`config.mk`:
```
export PLATFORM = sky130hd
export DESIGN_NAME = alu_multicycle
export DESIGN_NICKNAME = d
export VERILOG_FILES = /design/src/rtl/mips_pkg.sv /design/src/rtl/seq_multiplier.sv /design/src/rtl/alu_multicycle.sv
export SDC_FILE = /design/constraint.sdc
export NUM_CORES = 1
export LEC_CHECK = 0
export ABC_AREA = 1
export BUFFER_PORTS_ARGS = -buffer_cell sky130_fd_sc_hd__buf_4
export CAP_MARGIN = 20
export CELL_PAD_IN_SITES_DETAIL_PLACEMENT = 1
export CELL_PAD_IN_SITES_GLOBAL_PLACEMENT = 2
export CORE_ASPECT_RATIO = 1.5
export CORE_UTILIZATION = 30
export CTS_CLUSTER_DIAMETER = 100
export CTS_CLUSTER_SIZE = 8
export DETAILED_ROUTE_END_ITERATION = 6
export PLACE_DENSITY = 0.82
export SLEW_MARGIN = 25
export SYNTH_ARGS = -nofsm -noshare
export SYNTH_HDL_FRONTEND = slang
export SYNTH_HIERARCHICAL = 1
export SYNTH_SLANG_ARGS = --single-unit
```
`constraint.sdc`:
```
create_clock -name clk -period 5.35 [get_ports clk]
set_input_delay 1.3375 -clock clk [delete_from_list [all_inputs] [get_ports clk]]
set_output_delay 1.3375 -clock clk [all_outputs]
set_load 0.1 [all_outputs]
```
`src/rtl/mips_pkg.sv`:
```
// Shared ALU control codes and execute-stage FSM encoding.
package mips_pkg;

  localparam logic [2:0] ALU_AND = 3'b000;
  localparam logic [2:0] ALU_OR  = 3'b001;
  localparam logic [2:0] ALU_ADD = 3'b010;
  localparam logic [2:0] ALU_MUL = 3'b101;
  localparam logic [2:0] ALU_SUB = 3'b110;
  localparam logic [2:0] ALU_SLT = 3'b111;

  typedef enum logic {
    IDLE = 1'b0,
    MUL  = 1'b1
  } alu_state_t;

endpackage

```
`src/rtl/seq_multiplier.sv`:
```
// Iterative shift-add multiplier, low WIDTH bits of the product.
// Latency: WIDTH cycles after start; done is a combinational strobe on the last iteration.
// Backpressure: none internally; flush aborts, start is only honoured when the caller is idle.
module seq_multiplier #(
  parameter int WIDTH = 32
) (
  input  logic             clk,
  input  logic             reset,
  input  logic             start,
  input  logic             flush,
  input  logic [WIDTH-1:0] multiplicand,
  input  logic [WIDTH-1:0] multiplier,
  output logic             done,
  output logic [WIDTH-1:0] product
);

  localparam int CW = (WIDTH > 1) ? $clog2(WIDTH) : 1;

  logic             active;
  logic [CW-1:0]    count;
  logic [WIDTH-1:0] mcand;
  logic [WIDTH-1:0] mplier;
  logic [WIDTH-1:0] acc;
  logic [WIDTH-1:0] acc_next;

  // The final iteration's sum is the product, so it is offered before it is stored.
  assign acc_next = acc + (mplier[0] ? mcand : '0);
  assign product  = acc_next;
  assign done     = active && (count == '0);

  always_ff @(posedge clk) begin
    if (reset) begin
      active <= 1'b0;
      count  <= '0;
      mcand  <= '0;
      mplier <= '0;
      acc    <= '0;
    end else if (flush) begin
      active <= 1'b0;
      count  <= '0;
    end else if (start) begin
      active <= 1'b1;
      count  <= CW'(WIDTH - 1);
      mcand  <= multiplicand;
      mplier <= multiplier;
      acc    <= '0;
    end else if (active) begin
      acc    <= acc_next;
      mcand  <= mcand << 1;
      mplier <= mplier >> 1;
      count  <= count - 1'b1;
      if (count == '0) active <= 1'b0;
    end
  end

endmodule

```
`src/rtl/alu_multicycle.sv`:
```
// Execute-stage ALU: single-cycle ADD/SUB/AND/OR/SLT, iterative MUL.
// Latency: 1 cycle for single-cycle ops, WIDTH+1 cycles to valid_out for MUL.
// Backpressure: busy (from state register only) stalls upstream during MUL; flush aborts.
module alu_multicycle
  import mips_pkg::*;
#(
  parameter int WIDTH = 32
) (
  input  logic             clk,
  input  logic             reset,
  input  logic             valid_in,
  input  logic             flush,
  input  logic [2:0]       alucontrol,
  input  logic [WIDTH-1:0] srca,
  input  logic [WIDTH-1:0] srcb,
  output logic [WIDTH-1:0] result,
  output logic             zero,
  output logic             valid_out,
  output logic             busy
);

  alu_state_t       state;
  alu_state_t       state_next;
  logic             alu_fire;
  logic             mul_start;
  logic             mul_capture;
  logic             mul_done;
  logic [WIDTH-1:0] mul_product;
  logic [WIDTH-1:0] alu_res;

  seq_multiplier #(.WIDTH(WIDTH)) u_mul (
    .clk          (clk),
    .reset        (reset),
    .start        (mul_start),
    .flush        (flush),
    .multiplicand (srca),
    .multiplier   (srcb),
    .done         (mul_done),
    .product      (mul_product)
  );

  always_comb begin
    alu_res = '0;
    case (alucontrol)
      ALU_ADD: alu_res = srca + srcb;
      ALU_SUB: alu_res = srca - srcb;
      ALU_AND: alu_res = srca & srcb;
      ALU_OR:  alu_res = srca | srcb;
      ALU_SLT: alu_res = {{(WIDTH-1){1'b0}}, ($signed(srca) < $signed(srcb))};
      default: alu_res = '0;
    endcase
  end

  always_ff @(posedge clk) begin
    if (reset) state <= IDLE;
    else       state <= state_next;
  end

  always_comb begin
    state_next  = state;
    alu_fire    = 1'b0;
    mul_start   = 1'b0;
    mul_capture = 1'b0;
    case (state)
      IDLE: begin
        if (valid_in && !flush) begin
          if (alucontrol == ALU_MUL) begin
            mul_start  = 1'b1;
            state_next = MUL;
          end else begin
            alu_fire = 1'b1;
          end
        end
      end
      MUL: begin
        if (flush) begin
          state_next = IDLE;
        end else if (mul_done) begin
          mul_capture = 1'b1;
          state_next  = IDLE;
        end
      end
      default: state_next = IDLE;
    endcase
  end

  assign busy = (state == MUL);

  always_ff @(posedge clk) begin
    if (reset) begin
      result    <= '0;
      zero      <= 1'b1;
      valid_out <= 1'b0;
    end else begin
      valid_out <= alu_fire || mul_capture;
      if (alu_fire) begin
        result <= alu_res;
        zero   <= (alu_res == '0);
      end else if (mul_capture) begin
        result <= mul_product;
        zero   <= (mul_product == '0);
      end
    end
  end

endmodule

```
==> reports/results.txt, run 1 <==
status - completed
NumNets Final - 2879
Power Density - 199 mW/mm^2
Root Driver - clkbuf_16
Post-Route WL - 64700 um
worst setup margin - 1.43 ns
vias in the first global route - 17211
Synthesized Nets - 2837
crit path time final - 3.92 ns
CTS sink cnt - 137
clk slew on worst S/H paths - 0.08 ns
library cells used by synthesis - 45
die span in y - 274 um
Core Area - 0.0487 mm^2
die area - 0.0503 mm^2
worst path required time - 5.75 ns
final setup fails - 0
leading area contributor after synthesis - nand2_1
initial antenna violation count - 3
GPL Wtd Cong - 0.961
RSZ-0062 raised after global routing - no
worst min path class - reg -> reg
DR DRC count - 0
Worst VDD drop - 0.151 mV
Clk Latency, worst-skew pair - 0.47 ns
Starting Density - 0.305
clk buf depth - 2
Layout area overhead - 12.7%
pre-CTS WS - 0.976 ns
#FFs+latches synth - 137
Hold Violations, Final - 0
final worst-path cycle share - 0.733
num rows - 99
top_reg_cell synth - dfxtp_1
fraction of registers with async set/reset - 0
max_cap viols - 0
CP max FO - 7
Seq/Total Area, Yosys - 0.185
Synth Cell Area - 0.0148 mm^2
commonest cells in the netlist - nand2_1, inv_1, nand3_1
Tot Pwr - 3.33 mW
WP data arrival - 4.32 ns
number of buffers created by CTS - 17
PostCTS Resize Cnt - 0
Synth warnings - 6
Via Count - 16607
overflow left after global routing - 0
share of layout cells above drive strength 1 - 0.0789
largest net degree at the start of global routing - 79
PortBufs - 105
DR pass1 iterations - 5
Pleak - 8.91 nW
first-pass GRT wire length - 98400 um
H-tree Lvls - 4
worst hold slack - 0.467 ns
# hold bufs at CTS - 0
placed cells - 3298
startpoint types - input port
GR Util All Layers - 0.259
post-synth top area share - 0.224
Post-DRT Antenna Nets - 0
Slew HR - 0.326
syn_area_per_cell - 5.66 um^2
top post-synthesis cells by area - nand2_1, dfxtp_1, ha_1
Least-Margin Pin Slew - 1.01 ns
Initial DRC Count - 842
Die Wd - 184 um
Max Freq - 255 MHz
cell with the most instances after synthesis - nand2_1
TritonCTS clock tree - done
Post-synth EDFFs - 0
Final Slew Violations - 0
num ports - 106
drt wl/cell - 19.4 um
Post-Layout Cell Count - 3333
Post-CTS Setup Bufs - 0
post-route setup TNS - 0 ns
skew final - 0.0169 ns
critical path class - in -> reg
Post-Syn Instances - 2619
Via density - 4.98
DP HPWL - 54000 um
CP Capture Type - flop
[through the flow]
step | instance area (um^2) | utilization
floorplan | 14800 | -
global placement | 16100 | 0.331
detailed placement | 16100 | 0.331
CTS | 16700 | 0.343
global route | 16700 | 0.343
finish | 16700 | 0.343
[sequential cells by signal, indices dropped and copies added, names as in the netlist]
name,cells
u_mul/active,1
result,32
u_mul/mcand,32
u_mul/acc,32
zero,1
valid_out,1
busy,1
u_mul/mplier,32
u_mul/count,5
[placed cells by master (no fill, tap or decap), drive strengths merged, types with 3 or more instances in the layout]
| cell type | n |
|---|---|
| a31oi | 74 |
| nor2 | 209 |
| a221o | 5 |
| ha | 144 |
| diode | 3 |
| clkinv | 7 |
| o211ai | 14 |
| nor4 | 9 |
| nor3 | 24 |
| o22ai | 19 |
| a21oi | 117 |
| xor2 | 16 |
| buf | 117 |
| nand2 | 904 |
| nand3 | 205 |
| inv | 477 |
| nand4 | 18 |
| nand3b | 13 |
| fa | 3 |
| clkbuf | 17 |
| o21ai | 105 |
| o21bai | 11 |
| dfxtp | 137 |
| and2 | 17 |
[kinds of logic after synthesis]
kind of cell	after synthesis	share of synthesized area
buffers and inverters	567	0.149
AO/OA/AOI/OAI	351	0.134
AND/OR/NAND/NOR	1400	0.394
flip-flops	137	0.185
XOR/XNOR	17	0.0116
adder cells (fa/ha/maj)	147	0.126
[worst paths after layout]
check             slack, ns          endpoint             start  cells past startpoint
setup reg to reg       1.99              zero   u_mul/mplier[0]                     20
hold reg to reg        0.47  u_mul/mplier[11]  u_mul/mplier[12]                      2
setup / recovery       1.43              zero           srcb[2]                     21
hold / removal         0.47  u_mul/mplier[11]  u_mul/mplier[12]                      2
[area by class of cell]
class | instances | area (um^2)
Inverter | 473 | 1780
Antenna cell | 3 | 7.51
Multi-Input combinational cell | 1915 | 9880
Fill cell | 6659 | 32000
Clock buffer | 17 | 425
Clock inverter | 15 | 178
Timing Repair Buffer | 117 | 878
Tap cell | 656 | 821
Sequential cell | 137 | 2740
[power breakdown]
| part | switching [mW] | total, mW | internal (mW) |
|---|---|---|---|
| Combinational | 0.724 | 0.991 | 0.267 |
| Sequential | 0.0224 | 1.06 | 1.04 |
| Clock | 0.568 | 1.27 | 0.704 |
[per-layer routing]
layer / up-vias / GRT usage / share of wire
li1: 8279 / - / -
met1: 7895 / 0.282 / 0.40
met2: 291 / 0.484 / 0.52
met3: 140 / 0.0207 / 0.022
met4: 2 / 0.153 / 0.057
met5: - / 0 / 0.00014
[worst max-delay path, stage by stage]
cell and delay (ns):
buf_4 0.10, inv_1 0.06, ha_1 0.47, nand3_1 0.16, nand2_1 0.28, nand2_1 0.13
nand2_2 0.15, nand2_1 0.08, nand2_1 0.18, nand2_1 0.07, nand2_1 0.06, nor2_1 0.05
nor2_1 0.43, nand3_1 0.13, nor2_1 0.18, nand3_1 0.11, nor2_1 0.11, nand2_1 0.07
nand2_1 0.06, nand2_1 0.05, nand2_1 0.05
Note: power is estimated with default switching activity, not from simulation.
==> run 2, diff against run 1 <==
--- a/config.mk
+++ b/config.mk
@@ -11,7 +11,7 @@
 export CELL_PAD_IN_SITES_DETAIL_PLACEMENT = 1
 export CELL_PAD_IN_SITES_GLOBAL_PLACEMENT = 2
 export CORE_ASPECT_RATIO = 1.5
-export CORE_UTILIZATION = 30
+export CORE_UTILIZATION = 29
 export CTS_CLUSTER_DIAMETER = 100
 export CTS_CLUSTER_SIZE = 8
 export DETAILED_ROUTE_END_ITERATION = 6
==> constraint.sdc (replaced) <==
create_clock -name clk -period 3.3 [get_ports clk]
set_input_delay 0.825 -clock clk [delete_from_list [all_inputs] [get_ports clk]]
set_output_delay 0.825 -clock clk [all_outputs]
set_load 0.1 [all_outputs]
==> run 2 against run 1 <==
Compared with the run above: total power rose by 76%; worst hold slack improved by 0.0074 ns; sequential share of layout area fell by 2.0 points; largest cell class unchanged.
==> reports/results.txt, run 2 (synthesis gave the netlist of run 1 again) <==
initial antenna violation count - 0 (-3)
commonest non-fill, non-tap cell in the layout - nand2_1
Power Density - 307 mW/mm^2 (+54%)
Max Freq - 325 MHz
final worst-path cycle share - 0.932
commonest non-fill, non-tap cells in the layout - nand2_1, inv_1, buf_4
Sw Share - 0.376 (-0.0192)
Gate power share - 0.338 (+0.040)
GR Util All Layers - 0.260 (+0.00141)
Slowest-stage cell, CP - dfxtp_4
WP data arrival - 3.48 ns (-0.84 ns)
startpoint types - flop
Critical R2R Launch - u_mul/mplier[0]
Slew HR - 0.368 (+0.0415)
Starting Density - 0.293 (-0.0113)
final setup fails - 0 (unchanged)
post-route setup TNS - 0 ns (unchanged)
DP HPWL - 56700 um (+4.9%)
Initial DRC Count - 851 (+1.1%)
Pleak - 10.3 nW (+15%)
CP max FO - 10 (+3)
TritonCTS clock tree - done
H-tree Lvls - 4 (unchanged)
Worst VDD drop - 0.336 mV (+120%)
Hold Crit Depth - 2 (unchanged)
Hold Violations, Final - 0 (unchanged)
skew final - 0.0101 ns (-0.00688 ns)
first-pass GRT wire length - 105000 um (+6.6%)
num ports - 106 (unchanged)
Clk Latency, worst-skew pair - 0.46 ns (about the same)
num rows - 101 (+2.0%)
Critical Path Most Common Cell - nand2_1
NumNets Final - 3153 (+9.5%)
worst hold path startpoint - u_mul/acc[30]
CP Capture Type - flop
Via density - 4.90 (-1.7%)
pre-CTS WS - -0.233 ns (-1.21 ns)
CTS sink cnt - 137 (unchanged)
drt wl/cell - 18.7 um (-3.8%)
worst min path class - reg -> reg
reg2reg end - zero
r2r worst-path depth - 18 (-10%)
NetSw - 2.20 mW (+67%)
max_cap viols - 0 (unchanged)
flop-to-flop setup slack - 0.23 ns (-1.76 ns)
power share of the clock group - 0.368 (-0.014)
Pint - 3.65 mW (+81%)
# hold bufs at CTS - 0 (unchanged)
vias in the first global route - 19023 (+11%)
# diodes - 0 (-3)
Layout area overhead - 28.5%
Die Wd - 187 um (+1.7%)
Seq pwr share - 0.295 (-0.025)
Core Area - 0.0505 mm^2 (+3.8%)
worst setup margin - 0.226 ns (-1.20 ns)
critical path class - reg -> reg
Via Count - 17711 (+6.6%)
Final Slew Violations - 0 (unchanged)
die area - 0.0520 mm^2 (+3.4%)
worst path required time - 3.70 ns (-2.05 ns)
Worst Hold End - u_mul/acc[30]
CP cell instances - clkbuf_16 > nand2_1 > inv_1 > ha_1 > nand2_1 > inv_1 > nand2_1 > nand2_1 > a21oi_1 > nand2_2 > xor2_1 > nor4_2 > nand4_1 > nor2_1 > nand2_1 > nand2_1 > nand2_1 > nand2_1
crit path time final - 3.07 ns
PortBufs - 105 (unchanged)
DR DRC count - 0 (unchanged)
overflow left after global routing - 0 (unchanged)
GPL Wtd Cong - 0.952 (-1.0%)
CP max stage delay - 0.38 ns (-0.09 ns)
die span in y - 279 um (+1.7%)
Root Driver - clkbuf_16
clk slew on worst S/H paths - 0.07 ns (about the same)
share of layout cells above drive strength 1 - 0.177 (+0.0982)
number of buffers created by CTS - 17 (unchanged)
clk buf depth - 2 (unchanged)
Post-DRT Antenna Nets - 0 (unchanged)
Least-Margin Pin Slew - 0.946 ns (-0.0634 ns)
status - completed
largest net degree at the start of global routing - 127 (+61%)
Post-Route WL - 67600 um (+4.4%)
DR pass1 iterations - 5 (unchanged)
==> run 2: changes by cell type in the layout (fill, tap and decap cells not counted), moves of 3 or more <==
cell,before,now
a21oi_1,113,107
a21oi_2,4,10
buf_12,0,7
buf_4,117,382
diode_2,3,0
ha_1,144,138
ha_2,0,6
inv_6,8,4
nand2_1,884,878
nand2_2,20,25
nor2_1,199,189
nor2_2,7,17
nor4_1,8,3
nor4_2,1,5
==> run 2: layer usage <==
layer	wire length [um]	GRT usage	vias up
met5	0	0	-
met4	2840	0.113	0
met3	1160	0.0176	107
met2	36100	0.513	260
met1	27400	0.282	8527
li1	-	-	8817
==> run 2: how the worst max path moves through the flow <==
stage	startpoint	end	cells after the start
6_report	u_mul/mplier[0]	zero	18
5_1_grt	u_mul/mplier[0]	zero	19
4_1_cts	u_mul/mplier[0]	zero	17
3_5_place_dp	srca[7]	zero	21
3_3_place_gp	srca[0]	zero	23
2_1_floorplan	srca[0]	zero	22
==> run 2: critical path: cells and delay by family (launching register included) <==
family | cells | cell delay, ns
AND/OR/NAND/NOR | 12 | 1.65
AO/OA/AOI/OAI | 1 | 0.15
buffers and inverters | 3 | 0.29
XOR/XNOR | 1 | 0.20
flip-flops | 1 | 0.38
adder cells (fa/ha/maj) | 1 | 0.34
==> run 2: layout make-up <==
type	instances	area, um^2
clock inverters	13	164
clock buffers	19	453
repair buffers	391	3040
multi-input cells	1915	10000
flip-flops and latches	137	2750
inverters	473	1780
fillers	6865	31500
well taps	669	837
==> run 2: what timing repair did <==
item                                    4_1_cts  5_1_grt
setup buffers                                 0        1
endpoints found under the hold margin         0        0
endpoints found under the setup margin        0        1
gates resized for setup                       0       43
==> run 2: power by group through the flow <==
stage / registers, mW / clock network (mW) / logic (mW)
6_report: 1.72 / 2.15 / 1.98
5_1_grt: 1.73 / 2.26 / 2.15
4_1_cts: 1.72 / 2.21 / 1.97
3_5_place_dp: 1.76 / 0 / 1.96
3_3_place_gp: 1.76 / 0 / 1.93
2_1_floorplan: 1.93 / 0 / 0.855
==> run 2: stage by stage <==
stage	hold slack (ns)	util	cells	instance area [um^2]	power, mW
CTS	0.473	0.373	3615	18900	5.90
floorplan	0.447	-	2619	14800	2.78
finish	0.475	0.377	3617	19000	5.85
detailed placement	0.463	0.361	3583	18200	3.72
global route	0.489	0.377	3617	19000	6.14
global placement	0.456	0.361	3583	18200	3.69
==> run 3, diff against run 2 <==
--- a/config.mk
+++ b/config.mk
@@ -11,11 +11,13 @@
 export CELL_PAD_IN_SITES_DETAIL_PLACEMENT = 1
 export CELL_PAD_IN_SITES_GLOBAL_PLACEMENT = 2
 export CORE_ASPECT_RATIO = 1.5
-export CORE_UTILIZATION = 29
-export CTS_CLUSTER_DIAMETER = 100
+export CORE_UTILIZATION = 30
+export CTS_BUF_LIST = sky130_fd_sc_hd__clkbuf_4
+export CTS_CLUSTER_DIAMETER = 200
 export CTS_CLUSTER_SIZE = 8
 export DETAILED_ROUTE_END_ITERATION = 6
-export PLACE_DENSITY = 0.82
+export PLACE_DENSITY = 0.85
+export SKIP_LAST_GASP = 1
 export SLEW_MARGIN = 25
 export SYNTH_ARGS = -nofsm -noshare
 export SYNTH_HDL_FRONTEND = slang
==> run 3 against run 2 <==
Compared with the run above: non-clock buffer count is 2 higher; total power down 15%; critical path depth did not move; fmax down 0.29%; clock power decreased by 42%; sequential share of layout area grew 0.31 points.
==> reports/results.txt, run 3 (synthesis gave the netlist of run 1 again) <==
Pleak - 10.2 nW (-1.2%)
Worst Setup EP - zero
Hold Violations, Final - 0 (unchanged)
# hold bufs at CTS - 0 (unchanged)
number of buffers created by CTS - 17 (unchanged)
CTS sink cnt - 137 (unchanged)
vias in the first global route - 19022 (-0.0053%)
Final Slew Violations - 0 (unchanged)
NetSw - 2.08 mW (-5.5%)
max_cap viols - 0 (unchanged)
commonest non-fill, non-tap cells in the layout - nand2_1, inv_1, buf_4
num ports - 106 (unchanged)
post-route setup TNS - 0 ns (unchanged)
DR DRC count - 0 (unchanged)
Die Wd - 184 um (-1.7%)
Core Area - 0.0487 mm^2 (-3.7%)
Seq pwr share - 0.347 (+0.052)
Clk Latency, worst-skew pair - 0.64 ns (+0.18 ns)
worst path required time - 3.87 ns (+0.17 ns)
Sw Share - 0.419 (+0.0427)
gr busiest metal - met2
PortBufs - 105 (unchanged)
CP Capture Type - flop
Max Freq - 324 MHz (-0.29%)
num rows - 99 (-2.0%)
clk buf depth - 2 (unchanged)
Via density - 4.96 (+1.3%)
die span in y - 274 um (-1.7%)
grt met2 use - 0.533 (+0.0204)
NumNets Final - 3155 (+0.063%)
die area - 0.0503 mm^2 (-3.3%)
DR pass1 iterations - 5 (unchanged)
power share of the clock group - 0.251 (-0.117)
skew final - 0.0341 ns (+0.0241 ns)
critical path class - reg -> reg
PostCTS Resize Cnt - 0 (unchanged)
Worst VDD drop - 0.156 mV (-54%)
clk slew on worst S/H paths - 0.14 ns (+0.07 ns)
met1 Resource Use GR - 0.295 (+0.0136)
Initial DRC Count - 699 (-18%)
fillers - 6644 (-3.2%)
worst min path class - in -> reg
WP data arrival - 3.65 ns (+0.17 ns)
Critical R2R Launch - u_mul/mplier[0]
Post-CTS Setup Bufs - 0 (unchanged)
initial antenna violation count - 2 (+2)
H-tree Lvls - 4 (unchanged)
flop-to-flop setup slack - 0.22 ns (about the same)
GPL Wtd Cong - 0.960 (+0.86%)
overflow left after global routing - 0 (unchanged)
Worst setup startpoint - u_mul/mplier[0]
crit path time final - 3.08 ns (+0.00905 ns)
DP HPWL - 57500 um (+1.4%)
GR Util All Layers - 0.272 (+0.0116)
Post-DRT Antenna Nets - 0 (unchanged)
CP max FO - 17 (+7)
Least-Margin Pin Slew - 0.669 ns (-0.276 ns)
TritonCTS clock tree - done
r2r worst-path depth - 18 (unchanged)
reg2reg end - zero
Root Driver - clkbuf_4
final worst-path cycle share - 0.934 (+0.00274)
Layout area overhead - 25.7%
Gate power share - 0.402 (+0.064)
first-pass GRT wire length - 105000 um (-0.43%)
met3 Use GR - 0.0170 (-0.000596)
commonest non-fill, non-tap cell in the layout - nand2_1
Post-Route WL - 68100 um (+0.85%)
drt wl/cell - 18.9 um (+1.2%)
largest net degree at the start of global routing - 84 (-34%)
share of layout cells above drive strength 1 - 0.169 (-0.00820)
Starting Density - 0.305 (+0.0113)
Slew HR - 0.554 (+0.186)
final core occ - 0.383 (+0.00616)
Via Count - 17885 (+0.98%)
startpoint types - flop
status - completed
final setup fails - 0 (unchanged)
Power Density - 266 mW/mm^2 (-13%)
Pint - 2.89 mW (-21%)
[run 3: cell type report]
cell class,count,area [um^2],share of cell area
Inverter,473,1780,0.0952
Clock inverter,13,146,0.00785
Sequential cell,137,2750,0.147
Tap cell,656,821,0.0440
Antenna cell,1,2.50,0.000134
Timing Repair Buffer,393,3080,0.165
Multi-Input combinational cell,1915,9940,0.533
Clock buffer,18,135,0.00725
[run 3: worst max-delay path, cell delays in order (launching register included)]
cell	delay (ns)
dfxtp_4	0.42
buf_12	0.16
nand2_1	0.07
inv_1	0.06
ha_1	0.35
nand2_1	0.14
inv_1	0.06
nand2_1	0.08
inv_1	0.08
a21oi_1	0.26
nand2_4	0.14
xor2_2	0.20
nor4_2	0.34
nand4_1	0.26
nor2_1	0.16
nand2_1	0.07
nand2_1	0.08
nand2_1	0.05
nand2_1	0.05
[run 3: through the flow]
| stage | power, mW | std cells | hold slack, ns | worst slack, ns | area, um^2 |
|---|---|---|---|---|---|
| 3_3_place_gp | 3.71 | 3573 | 0.457 | -0.402 | 18300 |
| 4_1_cts | 5.00 | 3604 | 0.384 | 0.0888 | 18600 |
| 3_5_place_dp | 3.75 | 3573 | 0.463 | -0.369 | 18300 |
| 5_1_grt | 5.23 | 3606 | 0.377 | -0.00936 | 18600 |
| 6_report | 4.97 | 3606 | 0.405 | 0.217 | 18600 |
| 2_1_floorplan | 2.78 | 2619 | 0.447 | 0.543 | 14800 |
[run 3: worst min-delay path by stage]
stage / cells past startpoint / slack [ns] / from / endpoint
floorplan: 2 / 0.45 / u_mul/count[4] / u_mul/count[4]
global placement: 2 / 0.46 / u_mul/acc[16] / u_mul/acc[16]
detailed placement: 2 / 0.46 / u_mul/acc[8] / u_mul/acc[8]
CTS: 2 / 0.38 / reset / u_mul/mcand[0]
global route: 2 / 0.38 / reset / busy
finish: 2 / 0.40 / reset / u_mul/mcand[0]
[run 3: routing by layer]
layer  share of wire  wire length [um]
met1            0.40             27300
met2            0.54             36800
met3           0.017              1150
met4           0.042              2830
met5         0.00019                13
[run 3: power groups by stage]
| stage | clock network [mW] | logic, mW | registers, mW |
|---|---|---|---|
| global placement | 0 | 1.95 | 1.76 |
| detailed placement | 0 | 1.99 | 1.76 |
| finish | 1.25 | 2.00 | 1.73 |
| floorplan | 0 | 0.855 | 1.93 |
| global route | 1.34 | 2.16 | 1.73 |
| CTS | 1.28 | 1.99 | 1.73 |
